==> config.mk <==
export PLATFORM = sky130hd
export DESIGN_NAME = ps2_host_tx
export DESIGN_NICKNAME = d
export VERILOG_FILES = /design/src/rtl/ps2_host_tx.sv
export SDC_FILE = /design/constraint.sdc
export NUM_CORES = 1
export LEC_CHECK = 0
export ABC_CLOCK_PERIOD_IN_PS = 2900
export CORE_ASPECT_RATIO = 0.75
export CORE_MARGIN = 2
export CORE_UTILIZATION = 57
export DETAILED_ROUTE_END_ITERATION = 8
export HOLD_SLACK_MARGIN = 0.08
export PLACE_DENSITY = 0.74
export SLEW_MARGIN = 20
export SYNTH_ARGS = -nofsm -noshare
export SYNTH_HDL_FRONTEND = slang
export SYNTH_SLANG_ARGS = --single-unit
==> constraint.sdc <==
create_clock -name board_clk -period 2.9 [get_ports board_clk]
set_input_delay 0.725 -clock board_clk [delete_from_list [all_inputs] [get_ports board_clk]]
set_output_delay 0.725 -clock board_clk [all_outputs]
set_load 0.005 [all_outputs]
==> src/rtl/ps2_host_tx.sv <==
// Host-to-device PS/2 command transmitter: inhibit / request-to-send, shifts
// the frame on device clock falls, checks the device ACK with a timeout.
module ps2_host_tx #(
  parameter int unsigned INHIBIT_CYCLES = 5000,
  parameter int unsigned TIMEOUT_CYCLES = 750000
) (
  input  logic       board_clk,
  input  logic       reset,
  input  logic [7:0] tx_data,
  input  logic       tx_valid,
  output logic       tx_ready,
  input  logic       ps2_clk_in,
  input  logic       ps2_dat_in,
  output logic       ps2_clk_oe,
  output logic       ps2_dat_oe,
  output logic       busy,
  output logic       tx_done,
  output logic       tx_error
);

  localparam int unsigned TIMER_W = 20;
  localparam int unsigned BCNT_W  = 4;
  localparam int unsigned SR_W    = 10;

  typedef enum logic [2:0] {
    ST_IDLE, ST_INHIBIT, ST_RTS, ST_SEND, ST_ACK, ST_WAIT_IDLE
  } state_t;

  state_t              state_q, state_d;
  logic [SR_W-1:0]     sr_q, sr_d;
  logic [BCNT_W-1:0]   bcnt_q, bcnt_d;
  logic [TIMER_W-1:0]  timer_q, timer_d;
  logic clk_s1_q, clk_s1_d, clk_s2_q, clk_s2_d, clk_prev_q, clk_prev_d;
  logic dat_s1_q, dat_s1_d, dat_s2_q, dat_s2_d;
  logic clk_oe_q, clk_oe_d, dat_oe_q, dat_oe_d;
  logic ready_q, ready_d, busy_q, busy_d, done_q, done_d, error_q, error_d;
  logic done_evt, err_evt;
  logic fall_c, timeout_c, inhibit_end_c;

  // Two-stage synchronizers plus previous-clock flop for edge detection
  always_comb begin
    clk_s1_d   = ps2_clk_in;
    clk_s2_d   = clk_s1_q;
    clk_prev_d = clk_s2_q;
    dat_s1_d   = ps2_dat_in;
    dat_s2_d   = dat_s1_q;
  end

  assign fall_c        = clk_prev_q & ~clk_s2_q;
  assign timeout_c     = (timer_q == TIMER_W'(TIMEOUT_CYCLES - 1));
  assign inhibit_end_c = (timer_q == TIMER_W'(INHIBIT_CYCLES - 1));

  always_ff @(posedge board_clk or posedge reset) begin
    if (reset) begin
      state_q    <= ST_IDLE;
      sr_q       <= '0;
      bcnt_q     <= '0;
      timer_q    <= '0;
      clk_s1_q   <= 1'b1;
      clk_s2_q   <= 1'b1;
      clk_prev_q <= 1'b1;
      dat_s1_q   <= 1'b1;
      dat_s2_q   <= 1'b1;
      clk_oe_q   <= 1'b0;
      dat_oe_q   <= 1'b0;
      ready_q    <= 1'b1;
      busy_q     <= 1'b0;
      done_q     <= 1'b0;
      error_q    <= 1'b0;
    end else begin
      state_q    <= state_d;
      sr_q       <= sr_d;
      bcnt_q     <= bcnt_d;
      timer_q    <= timer_d;
      clk_s1_q   <= clk_s1_d;
      clk_s2_q   <= clk_s2_d;
      clk_prev_q <= clk_prev_d;
      dat_s1_q   <= dat_s1_d;
      dat_s2_q   <= dat_s2_d;
      clk_oe_q   <= clk_oe_d;
      dat_oe_q   <= dat_oe_d;
      ready_q    <= ready_d;
      busy_q     <= busy_d;
      done_q     <= done_d;
      error_q    <= error_d;
    end
  end

  // Next state and frame datapath
  always_comb begin
    state_d  = state_q;
    sr_d     = sr_q;
    bcnt_d   = bcnt_q;
    timer_d  = timer_q;
    done_evt = 1'b0;
    err_evt  = 1'b0;
    case (state_q)
      ST_IDLE: begin
        if (tx_valid && ready_q) begin
          sr_d    = {1'b1, ~^tx_data, tx_data};
          bcnt_d  = '0;
          timer_d = '0;
          state_d = ST_INHIBIT;
        end
      end
      ST_INHIBIT: begin
        timer_d = timer_q + TIMER_W'(1);
        if (inhibit_end_c) state_d = ST_RTS;
      end
      ST_RTS: begin
        timer_d = '0;
        state_d = ST_SEND;
      end
      ST_SEND: begin
        if (fall_c) begin
          sr_d    = {1'b0, sr_q[SR_W-1:1]};
          bcnt_d  = bcnt_q + BCNT_W'(1);
          timer_d = '0;
          if (bcnt_q == BCNT_W'(9)) state_d = ST_ACK;
        end else if (timeout_c) begin
          err_evt = 1'b1;
          state_d = ST_IDLE;
        end else begin
          timer_d = timer_q + TIMER_W'(1);
        end
      end
      ST_ACK: begin
        if (fall_c) begin
          timer_d = '0;
          if (dat_s2_q) begin
            err_evt = 1'b1;
            state_d = ST_IDLE;
          end else begin
            state_d = ST_WAIT_IDLE;
          end
        end else if (timeout_c) begin
          err_evt = 1'b1;
          state_d = ST_IDLE;
        end else begin
          timer_d = timer_q + TIMER_W'(1);
        end
      end
      ST_WAIT_IDLE: begin
        if (clk_s2_q && dat_s2_q) begin
          done_evt = 1'b1;
          state_d  = ST_IDLE;
        end else if (fall_c) begin
          timer_d = '0;
        end else if (timeout_c) begin
          err_evt = 1'b1;
          state_d = ST_IDLE;
        end else begin
          timer_d = timer_q + TIMER_W'(1);
        end
      end
      default: state_d = ST_IDLE;
    endcase
  end

  // Registered outputs follow the next state; data bit is shifted out on each fall
  always_comb begin
    clk_oe_d = 1'b0;
    dat_oe_d = 1'b0;
    ready_d  = (state_d == ST_IDLE);
    busy_d   = (state_d != ST_IDLE);
    done_d   = done_evt;
    error_d  = err_evt;
    case (state_d)
      ST_INHIBIT: clk_oe_d = 1'b1;
      ST_RTS: begin
        clk_oe_d = 1'b1;
        dat_oe_d = 1'b1;
      end
      ST_SEND: dat_oe_d = (state_q == ST_SEND && fall_c) ? ~sr_q[0] : dat_oe_q;
      default: ;
    endcase
  end

  assign tx_ready   = ready_q;
  assign busy       = busy_q;
  assign ps2_clk_oe = clk_oe_q;
  assign ps2_dat_oe = dat_oe_q;
  assign tx_done    = done_q;
  assign tx_error   = error_q;

endmodule

==> results of run 1 <==
state kept, by name, summed over array words and instances, names as in the netlist:
signal	cells
state_q	3
dat_s2_q	1
tx_error	1
tx_ready	1
clk_s1_q	1
ps2_clk_oe	1
timer_q	20
bcnt_q	4
busy	1
tx_done	1
dat_s1_q	1
clk_prev_d	1
clk_prev_q	1
ps2_dat_oe	1
sr_q	10
cells in the final DEF, fill, tap and decap left out, drive strengths merged, types with 2 or more instances in the layout:
| master | n |
|---|---|
| dfrtp | 42 |
| nand2 | 38 |
| nor2 | 21 |
| clkdlybuf4s50 | 18 |
| xnor2 | 14 |
| inv | 11 |
| nand3 | 10 |
| o31ai | 10 |
| o21ai | 9 |
| nor3 | 9 |
| a21oi | 9 |
| a31oi | 9 |
| nand2b | 8 |
| nor4 | 8 |
| clkbuf | 7 |
| dfstp | 6 |
| nand4 | 5 |
| buf | 5 |
| or4 | 5 |
| a21o | 4 |
| and2 | 4 |
| nand3b | 3 |
| or3 | 3 |
| o22ai | 3 |
| and3 | 3 |
| a32oi | 3 |
| ha | 3 |
| nor3b | 3 |
| and4 | 3 |
| o311ai | 3 |
| nor2b | 2 |
| mux2i | 2 |
| nor4b | 2 |
cell type report:
class	count	area, sq um	share of cell area
inverters	11	41.29	0.01386
clock buffers	7	96.34	0.03234
clock inverters	1	30.03	0.01008
flip-flops and latches	48	1209	0.4057
well taps	57	71.32	0.02394
multi-input cells	210	1314	0.4410
repair buffers	23	217.7	0.07308
stage by stage:
stage               total power [mW]  utilization  cells
detailed placement             1.316       0.6424    349
CTS                            1.833       0.6709    357
global placement               1.300       0.6424    349
floorplan                      1.181            -    284
global route                   1.936       0.6709    357
finish                         1.822       0.6709    357
worst paths after layout:
kind,start,end,slack (ps),cells after the start
max,timer_q[4]$_DFFE_PP0P_,timer_q[16]$_DFFE_PP0P_,430,5
min,dat_s1_q$_DFF_PP1_,dat_s2_q$_DFF_PP1_,360,0
max reg2reg,timer_q[4]$_DFFE_PP0P_,timer_q[16]$_DFFE_PP0P_,430,5
min reg2reg,dat_s1_q$_DFF_PP1_,dat_s2_q$_DFF_PP1_,360,0
max in group asynchronous,reset,tx_ready$_DFF_PP1_,1440,3
min in group asynchronous,reset,sr_q[5]$_DFFE_PP0P_,800,2
synth_stat cells (all sizes together) (3+ instances only):
cell     n
dfrtp   42
nand2   38
nor2    21
xnor2   14
clkbuf  11
inv     11
nand3   10
o31ai   10
a21oi    9
a31oi    9
nor3     9
o21ai    9
nand2b   8
nor4     8
dfstp    6
nand4    5
or4      5
a21o     4
and2     4
buf      4
a32oi    3
and3     3
and4     3
ha       3
nand3b   3
nor3b    3
o22ai    3
o311ai   3
or3      3
power by group through the flow:
stage / Clock [mW] / Sequential [mW] / Combinational (mW)
after floorplan: 0 / 0.878 / 0.304
after global placement: 0 / 0.909 / 0.392
after detailed placement: 0 / 0.913 / 0.403
after CTS: 0.526 / 0.901 / 0.407
after global routing: 0.559 / 0.923 / 0.454
final: 0.514 / 0.903 / 0.405
metal layers:
layer | routed length [um] | global-route usage | share of wire
met2 | 2289 | 0.3296 | 0.41
met4 | 38 | 0.04508 | 0.0069
met5 | 0 | 0 | 0
met3 | 418 | 0.05058 | 0.076
met1 | 2769 | 0.3949 | 0.50
worst max-delay path: cells and delay by family (launching register included):
kind | cells | cell delay [ps]
flip-flops | 1 | 450
AO/OA/AOI/OAI | 2 | 330
AND/OR/NAND/NOR | 3 | 1590
kinds of logic (layout without fill, tap and decap cells):
family / after synthesis / in the layout
compound gates: 58 / 58
buf+inv: 26 / 42
flops: 48 / 48
xor+xnor: 15 / 15
mux: 2 / 2
simple gates: 132 / 132
fa+ha+maj: 3 / 3
==> reports/qor.yml, run 1 <==
outcome:
  status: "complete, no violations"
finish:
  fillers: 360
  final_area_sq_um: 2979
  antennaDiodeCount: 0
  finalNetCount: 315
  synthToLayoutAreaGrowth_pct: 13.11
  drive_gt1_frac: 0.1100
global_route:
  grtUsageTotal: 0.2412
  grt_pass1_wl_um: 9729
  grt_overflow: 0
  antenna_found_initial: 0
  grt_pass1_vias: 2050
  grt_max_degree: 27
placement:
  place_congestion: 0.8115
  portBuffers: 18
  placed_cell_area_sq_um: 2853
  place_ws_ps: 221.3
  hpwl_um: 4059
sta:
  hold_violations: 0
  tightest_slew_ps: 590.4
  finalCriticalPeriod_ps: 2467
  post-route-period-util: 0.8506
  maxSlewViolCount: 0
  relSlewSlack: 0.6064
  whs_ps: 359.7
  timing.final.ws_setup_ps: 433.4
  clock.fmax_ghz: 0.4054
  rsz0062_at_grt: "false"
  fin_tns_setup_ps: 0
  skew_ps: 7.653
  setup_viol: 0
critical_path:
  slowest_stage: "and3_1"
  cp_cell_sequence: "or4b_4, nor4_4, and3_1, o311ai_0, o31ai_1"
  start_kind: "flip-flop"
  worstPathRequired_ps: 3090
  slowest_delay_ps: 620
  worstSetupEndpointType: "flip-flop"
  cp.arrival_ps: 2660
  criticalPathCategory: "flip-flop to flip-flop"
  worst-path-max-fanout: 17
drt:
  via_count: 2182
  drc: 0
  drt_wl_total_um: 5516
  drtIter0Drc: 139
  dr.pass1.iters: 5
  drtAntennaViolNets: 0
  vias_per_cell: 6.112
  post_drt_wl_per_cell_um: 15.45
power:
  p_leak_nw: 1.195
  pwr-share-comb: 0.222
  internal_power_mw: 1.285
  switching_share: 0.2949
  power.density_nw_per_um2: 611.7
  power.net_switching_mw: 0.5373
  max-vdd-ir-drop_v: 0.0003688
  pwr-share-clk: 0.282
  seq_power_share: 0.495
synth:
  synth_area_leaders: "dfrtp_1 40%, dfstp_2 6.0%, nand2_1 5.3%"
  synth_compound_area_frac: 0.1506
  ys_seq_elements: 48
  syn-num-nets: 300
  yosys_warnings: 0
  yosys.area_share.simple: 0.2765
  yosysUniqueCellTypes: 57
  synth_xor_area_frac: 0.04988
  synth_area_per_cell_sq_um: 9.274
  synth_top_area_share: 0.3990
  yosys-mux-area-fraction: 0.007601
  seq_area_frac_synth: 0.4589
  yosys.area_share.adder: 0.01425
  ys.flop_type: "dfrtp_1"
  synth_edf_count: 0
  yosysTopAreaCell: "dfrtp_1"
  synthArstFlopShare: 1.000
  netlist_area_sq_um: 2634
  synth_top_family_by_area: "simple AND/OR/NAND/NOR gates"
  synth_cells: 284
clock_network:
  cts_buffer_depth: 2
  ctsResizeCount: 0
  htree_levels: 2
  root_buffer: "clkbuf_8"
  hold_buffers: 0
  cts_tree: "built"
  cts_sinks: 48
  clkTransAtPathRegs_ps: 90
  clk_latency_ps: 290
  cts_buffers: 5
  cts_setup_buffers: 0
floorplan:
  die_y_um: 62.87
  num_io_pins: 19
  start_util: 0.5931
  coreArea_sq_um: 4441
  fp.dieArea_sq_um: 5186
  die_w_um: 82.49
  rows: 21
hold_path:
  hp-class: "flip-flop to flip-flop"
job:
  cap_violations: 0
Note: power is estimated with default switching activity, not from simulation.
==> run 2: changes to the inputs <==
--- a/config.mk
+++ b/config.mk
@@ -12,6 +12,7 @@
 export DETAILED_ROUTE_END_ITERATION = 8
 export HOLD_SLACK_MARGIN = 0.08
 export PLACE_DENSITY = 0.74
+export SETUP_SLACK_MARGIN = 0.5
 export SLEW_MARGIN = 20
 export SYNTH_ARGS = -nofsm -noshare
 export SYNTH_HDL_FRONTEND = slang
==> run 2 against run 1 <==
Net effect:
- sequential share of layout area decreased by 0.085 points
- critical path type is now input port to flip-flop
- clock skew increased by 0.88 ps
- total power increased by 0.17%
- maximum frequency increased by 7.0%
- hold slack about the same
- flip-flop and latch count unchanged
- setup slack improved by 160 ps
- non-clock buffer count unchanged
- highest routed layer unchanged
==> reports/qor.yml, run 2 (synthesized netlist as in run 1, its figures left out) <==
clock_network:
  cts_sinks: 48
  cts_tree: "built"
  cts_buffer_depth: 2
  hold_buffers: 0
  root_buffer: "clkbuf_8"
  cts_buffers: 5
  cts_setup_buffers: 0
  htree_levels: 2
  clk_latency_ps: 290
  clkTransAtPathRegs_ps: 80
floorplan:
  num_io_pins: 19
  rows: 21
  start_util: 0.5931
  die_y_um: 62.87
  coreArea_sq_um: 4441
  die_w_um: 82.49
  fp.dieArea_sq_um: 5186
finish:
  stdcell_count: 357
  drive_gt1_frac: 0.1167
  mostFrequentLayoutCells: "42 x dfrtp_1, 37 x nand2_1, 21 x nor2_1, 18 x clkdlybuf4s50_1, 14 x xnor2_1"
  final_common_cell: "dfrtp_1"
  reg_top3: "timer_q x20, sr_q x10, bcnt_q x4"
  largest_register: "timer_q"
  antennaDiodeCount: 0
  fillers: 361
  finalNetCount: 315
  synthToLayoutAreaGrowth_pct: 13.35
  largest_reg_flops: 20
sta:
  finalCriticalPeriod_ps: 2306
  maxSlewViolCount: 0
  fin_tns_setup_ps: 0
  post-route-period-util: 0.7950
  setup_viol: 0
  tightest_slew_ps: 548.8
  hold_violations: 0
  rsz0062_at_grt: "false"
  skew_ps: 8.536
  clock.fmax_ghz: 0.4337
  relSlewSlack: 0.6336
critical_path:
  setup.worst_path.start: "tx_valid"
  worstSetupEndpointType: "flip-flop"
  endpoint: "timer_q[6]$_DFFE_PP0P_"
  cp.depth: 6
  worstPathRequired_ps: 3110
  slowest_delay_ps: 500
  cp.arrival_ps: 2520
  r2r_cells: 6
  rrSetupSlack_ps: 640
  criticalPathCategory: "input port to flip-flop"
  cp_cell_sequence: "clkdlybuf4s50_1, nand2_1, a22o_2, buf_4, or4_1, a21oi_1"
  crit_buf_inv: 2
  slowest_stage: "or4_1"
  start_kind: "input port"
  r2r_end: "tx_ready$_DFF_PP1_"
  path_delay_family: "buffers and inverters"
  r2r_start: "timer_q[4]$_DFFE_PP0P_"
  worst-path-max-fanout: 15
power:
  power.net_switching_mw: 0.5393
  internal_power_mw: 1.286
  seq_power_share: 0.495
  p_leak_nw: 1.194
  pwr-share-clk: 0.283
  pwr-share-comb: 0.223
  switching_share: 0.2955
  power.density_nw_per_um2: 611.5
  max-vdd-ir-drop_v: 0.0003706
global_route:
  grt_pass1_vias: 2050
  grtUsageTotal: 0.2412
  grt_pass1_wl_um: 9729
  antenna_found_initial: 0
  grt_overflow: 0
  grt_max_degree: 27
outcome:
  status: "complete, no violations"
drt:
  vias_per_cell: 6.095
  drtAntennaViolNets: 0
  post_drt_wl_per_cell_um: 15.58
  drtIter0Drc: 126
  via_count: 2176
  drt_wl_total_um: 5562
  drc: 0
  dr.pass1.iters: 4
placement:
  hpwl_um: 4059
  place_congestion: 0.8115
  numPlacedInstances: 349
  portBuffers: 18
job:
  cap_violations: 0
hold_path:
  hp-class: "flip-flop to flip-flop"
==> run 2: cell count changes in the layout (fill, tap and decap cells not counted) <==
| cell | before | now |
|---|---|---|
| a22o_1 | 1 | 0 |
| and3_4 | 0 | 1 |
| and3_1 | 3 | 2 |
| a22o_2 | 0 | 1 |
==> run 2: power by group through the flow <==
stage                     registers, mW  clock network (mW)  logic, mW
final                             0.903               0.516      0.407
after global routing              0.923               0.559      0.455
after CTS                         0.901               0.526      0.407
after detailed placement          0.913                   0      0.403
after global placement            0.909                   0      0.392
after floorplan                   0.878                   0      0.304
==> run 2: worst reg2reg max path, cell delays in order (launching register included) <==
cell,delay [ps]
dfrtp_1,450
or4b_4,570
nor4_4,400
nand2_2,110
a311oi_2,400
inv_2,90
nor3b_2,170
==> run 2: per-stage QoR <==
| stage | worst slack, ps | power (mW) | cell area [sq um] | hold WS (ps) | utilization |
|---|---|---|---|---|---|
| 2_1_floorplan | 847.0 | 1.181 | 2634 | 345.2 | - |
| 3_3_place_gp | 272.3 | 1.300 | 2853 | 346.2 | 0.6424 |
| 3_5_place_dp | 221.3 | 1.316 | 2853 | 347.9 | 0.6424 |
| 4_1_cts | 539.4 | 1.833 | 2980 | 361.0 | 0.6712 |
| 5_1_grt | 503.2 | 1.937 | 2985 | 362.6 | 0.6723 |
| 6_report | 594.4 | 1.825 | 2985 | 359.8 | 0.6723 |
==> run 2: worst min path at each step <==
stage	start	endpoint	slack, ps	cells after the start
2_1_floorplan	clk_s1_q$_DFF_PP1_	clk_prev_d$_DFF_PP1_	350	0
3_3_place_gp	dat_s1_q$_DFF_PP1_	dat_s2_q$_DFF_PP1_	350	0
3_5_place_dp	clk_s1_q$_DFF_PP1_	clk_prev_d$_DFF_PP1_	350	0
4_1_cts	clk_s1_q$_DFF_PP1_	clk_prev_d$_DFF_PP1_	360	0
5_1_grt	clk_s1_q$_DFF_PP1_	clk_prev_d$_DFF_PP1_	360	0
6_report	dat_s1_q$_DFF_PP1_	dat_s2_q$_DFF_PP1_	360	0
==> run 2: cell type report <==
type	count	area, sq um	area share
well taps	57	71.32	0.02389
clock buffers	7	96.34	0.03227
inverters	11	41.29	0.01383
flip-flops and latches	48	1209	0.4049
repair buffers	23	217.7	0.07293
multi-input cells	210	1320	0.4422
clock inverters	1	30.03	0.01006
==> run 2: layer usage <==
layer  GRT usage  up-vias  share of wire
met5           0        -              0
met4     0.04508        0         0.0068
met3     0.05058        4          0.078
met2      0.3296       92           0.41
met1      0.3949     1017           0.51
li1            -     1063              -
==> run 2: what timing repair did <==
| action | in CTS | in global routing |
|---|---|---|
| gates cloned | 0 | 0 |
| resized for setup | 1 | 2 |
| endpoints found under the setup margin | 8 | 6 |
==> run 3: changes to the inputs <==
--- a/config.mk
+++ b/config.mk
@@ -5,13 +5,13 @@
 export SDC_FILE = /design/constraint.sdc
 export NUM_CORES = 1
 export LEC_CHECK = 0
-export ABC_CLOCK_PERIOD_IN_PS = 2900
+export ABC_CLOCK_PERIOD_IN_PS = 2000
 export CORE_ASPECT_RATIO = 0.75
 export CORE_MARGIN = 2
-export CORE_UTILIZATION = 57
+export CORE_UTILIZATION = 53
 export DETAILED_ROUTE_END_ITERATION = 8
 export HOLD_SLACK_MARGIN = 0.08
-export PLACE_DENSITY = 0.74
+export PLACE_DENSITY = 0.72
 export SETUP_SLACK_MARGIN = 0.5
 export SLEW_MARGIN = 20
 export SYNTH_ARGS = -nofsm -noshare
==> constraint.sdc (replaced) <==
create_clock -name board_clk -period 2 [get_ports board_clk]
set_input_delay 0.5 -clock board_clk [delete_from_list [all_inputs] [get_ports board_clk]]
set_output_delay 0.5 -clock board_clk [all_outputs]
set_load 0.005 [all_outputs]
==> run 3 against run 2 <==
Net effect:
- the run now ends with setup timing left
- global-route usage increased by 1.4 points
- combinational power increased to 2.8 times the previous value
- register-to-register slack got worse by 720 ps
- sequential share of layout area decreased by 10 points
- sequential power increased by 48%
- largest power group unchanged
- highest routed layer unchanged
==> reports/qor.yml, run 3 (synthesized netlist as in run 1, its figures left out) <==
outcome:
  status: "finished with violations"
  violations: "setup timing"
sta:
  timing.final.ws_setup_ps: -81.50
  clock.fmax_ghz: 0.4804
  skew_ps: 5.741
  post-route-period-util: 1.041
  finalCriticalPeriod_ps: 2081
  relSlewSlack: 0.7209
  maxSlewViolCount: 0
  hold_violations: 0
  setup_viol: 5
  tightest_slew_ps: 418.7
  rsz0062_at_grt: "true"
clock_network:
  hold_buffers: 0
  cts_buffers: 5
  clk_latency_ps: 300
  clkTransAtPathRegs_ps: 90
  root_buffer: "clkbuf_8"
  cts_sinks: 48
  cts_buffer_depth: 2
  htree_levels: 2
  cts_tree: "built"
hold_path:
  hp-start: "clk_s1_q$_DFF_PP1_"
  min_path_cells: 0
  hp-class: "flip-flop to flip-flop"
floorplan:
  die_w_um: 85.40
  fp.dieArea_sq_um: 5555
  start_util: 0.5436
  rows: 22
  die_y_um: 65.05
  num_io_pins: 19
  coreArea_sq_um: 4845
finish:
  antennaDiodeCount: 0
  finalNetCount: 368
  largest_register: "timer_q"
  stdcell_count: 413
  utilization: 0.8275
  mostFrequentLayoutCells: "38 x dfrtp_1, 33 x nand2_1, 32 x buf_4, 16 x buf_6"
  final_common_cell: "dfrtp_1"
  synthToLayoutAreaGrowth_pct: 52.21
  largest_reg_flops: 20
  reg_top3: "timer_q x20, sr_q x10, bcnt_q x4"
  drive_gt1_frac: 0.4221
  final_area_sq_um: 4009
global_route:
  use_met2: 0.3633
  met3_usage: 0.04713
  grt_max_degree: 49
  grt_pass1_wl_um: 11110
  grt_busiest_layer: "met1"
  grt_overflow: 0
  use_met1: 0.3921
  antenna_found_initial: 0
  grtUsageTotal: 0.2550
  grt_pass1_vias: 2272
critical_path:
  worstSetupEndpointType: "flip-flop"
  worst-path-max-fanout: 6
  setup.worst_path.start: "timer_q[11]$_DFFE_PP0P_"
  r2r_start: "timer_q[11]$_DFFE_PP0P_"
  start_kind: "flip-flop"
  cp.arrival_ps: 2310
  worstPathRequired_ps: 2230
  criticalPathCategory: "flip-flop to flip-flop"
  r2r_cells: 7
drt:
  via_count: 2569
  dr.pass1.iters: 5
  drtAntennaViolNets: 0
  drc: 0
  drt_wl_total_um: 8036
  vias_per_cell: 6.220
  post_drt_wl_per_cell_um: 19.46
  drtIter0Drc: 228
power:
  switching_share: 0.3184
  p_leak_nw: 1.644
  max-vdd-ir-drop_v: 0.0005962
  internal_power_mw: 2.215
  power.density_nw_per_um2: 810.7
  pwr-share-comb: 0.350
  power.net_switching_mw: 1.035
  seq_power_share: 0.414
  pwr-share-clk: 0.236
  total_power_mw: 3.250
placement:
  place_congestion: 0.8949
  numPlacedInstances: 382
  portBuffers: 18
  place_ws_ps: -256.6
  hpwl_um: 4416
  placed_cell_area_sq_um: 3296
job:
  cap_violations: 0
==> run 3: final timing paths <==
path	to	slack, ps
setup / recovery	tx_ready$_DFF_PP1_	-80
hold / removal	clk_prev_d$_DFF_PP1_	360
setup reg to reg	tx_ready$_DFF_PP1_	-80
hold reg to reg	clk_prev_d$_DFF_PP1_	360
max in group asynchronous	tx_ready$_DFF_PP1_	1120
min in group asynchronous	timer_q[0]$_DFFE_PP0P_	580
==> run 3: routing by layer <==
metal  share of wire  vias up
li1                -     1167
met1            0.45     1275
met2            0.46      112
met3           0.064       15
met4           0.017        0
met5               0        -
==> run 3: stage by stage <==
stage | hold WS [ps] | setup TNS, ps
6_report | 360.6 | -196.3
5_1_grt | 361.9 | -828.7
4_1_cts | 360.3 | -21.58
3_5_place_dp | 347.3 | -3146
3_3_place_gp | 347.0 | -2738
2_1_floorplan | 345.2 | 0
==> run 3: cell type report <==
class,instances,area (sq um)
clock buffer,7,96.34
clock inverter,1,30.03
fill,254,835.8
inverter,11,45.04
multi-input combinational,210,1748
sequential,48,1214
tap,60,75.07
timing repair buffer,76,800.8
==> run 3: what timing repair did <==
action | CTS | global route
gates resized for setup | 24 | 79
pin swaps | 7 | 15
gates cloned | 1 | 3
setup buffers | 4 | 15
endpoints found under the setup margin | 46 | 41
==> run 3: power groups by stage <==
stage          registers (mW)  logic [mW]  clock network (mW)
3_3_place_gp             1.29       0.792                   0
2_1_floorplan            1.28       0.518                   0
5_1_grt                  1.37        1.22               0.810
3_5_place_dp             1.29       0.814                   0
6_report                 1.34        1.14               0.768
4_1_cts                  1.27       0.891               0.780
==> run 3: critical path, cell delays in order (launching register included) <==
cell      delay, ps
dfrtp_1         420
or4b_4          560
nor4_4          210
buf_6           190
a21boi_4         70
a311oi_4        300
inv_2           100
nor3b_2         160
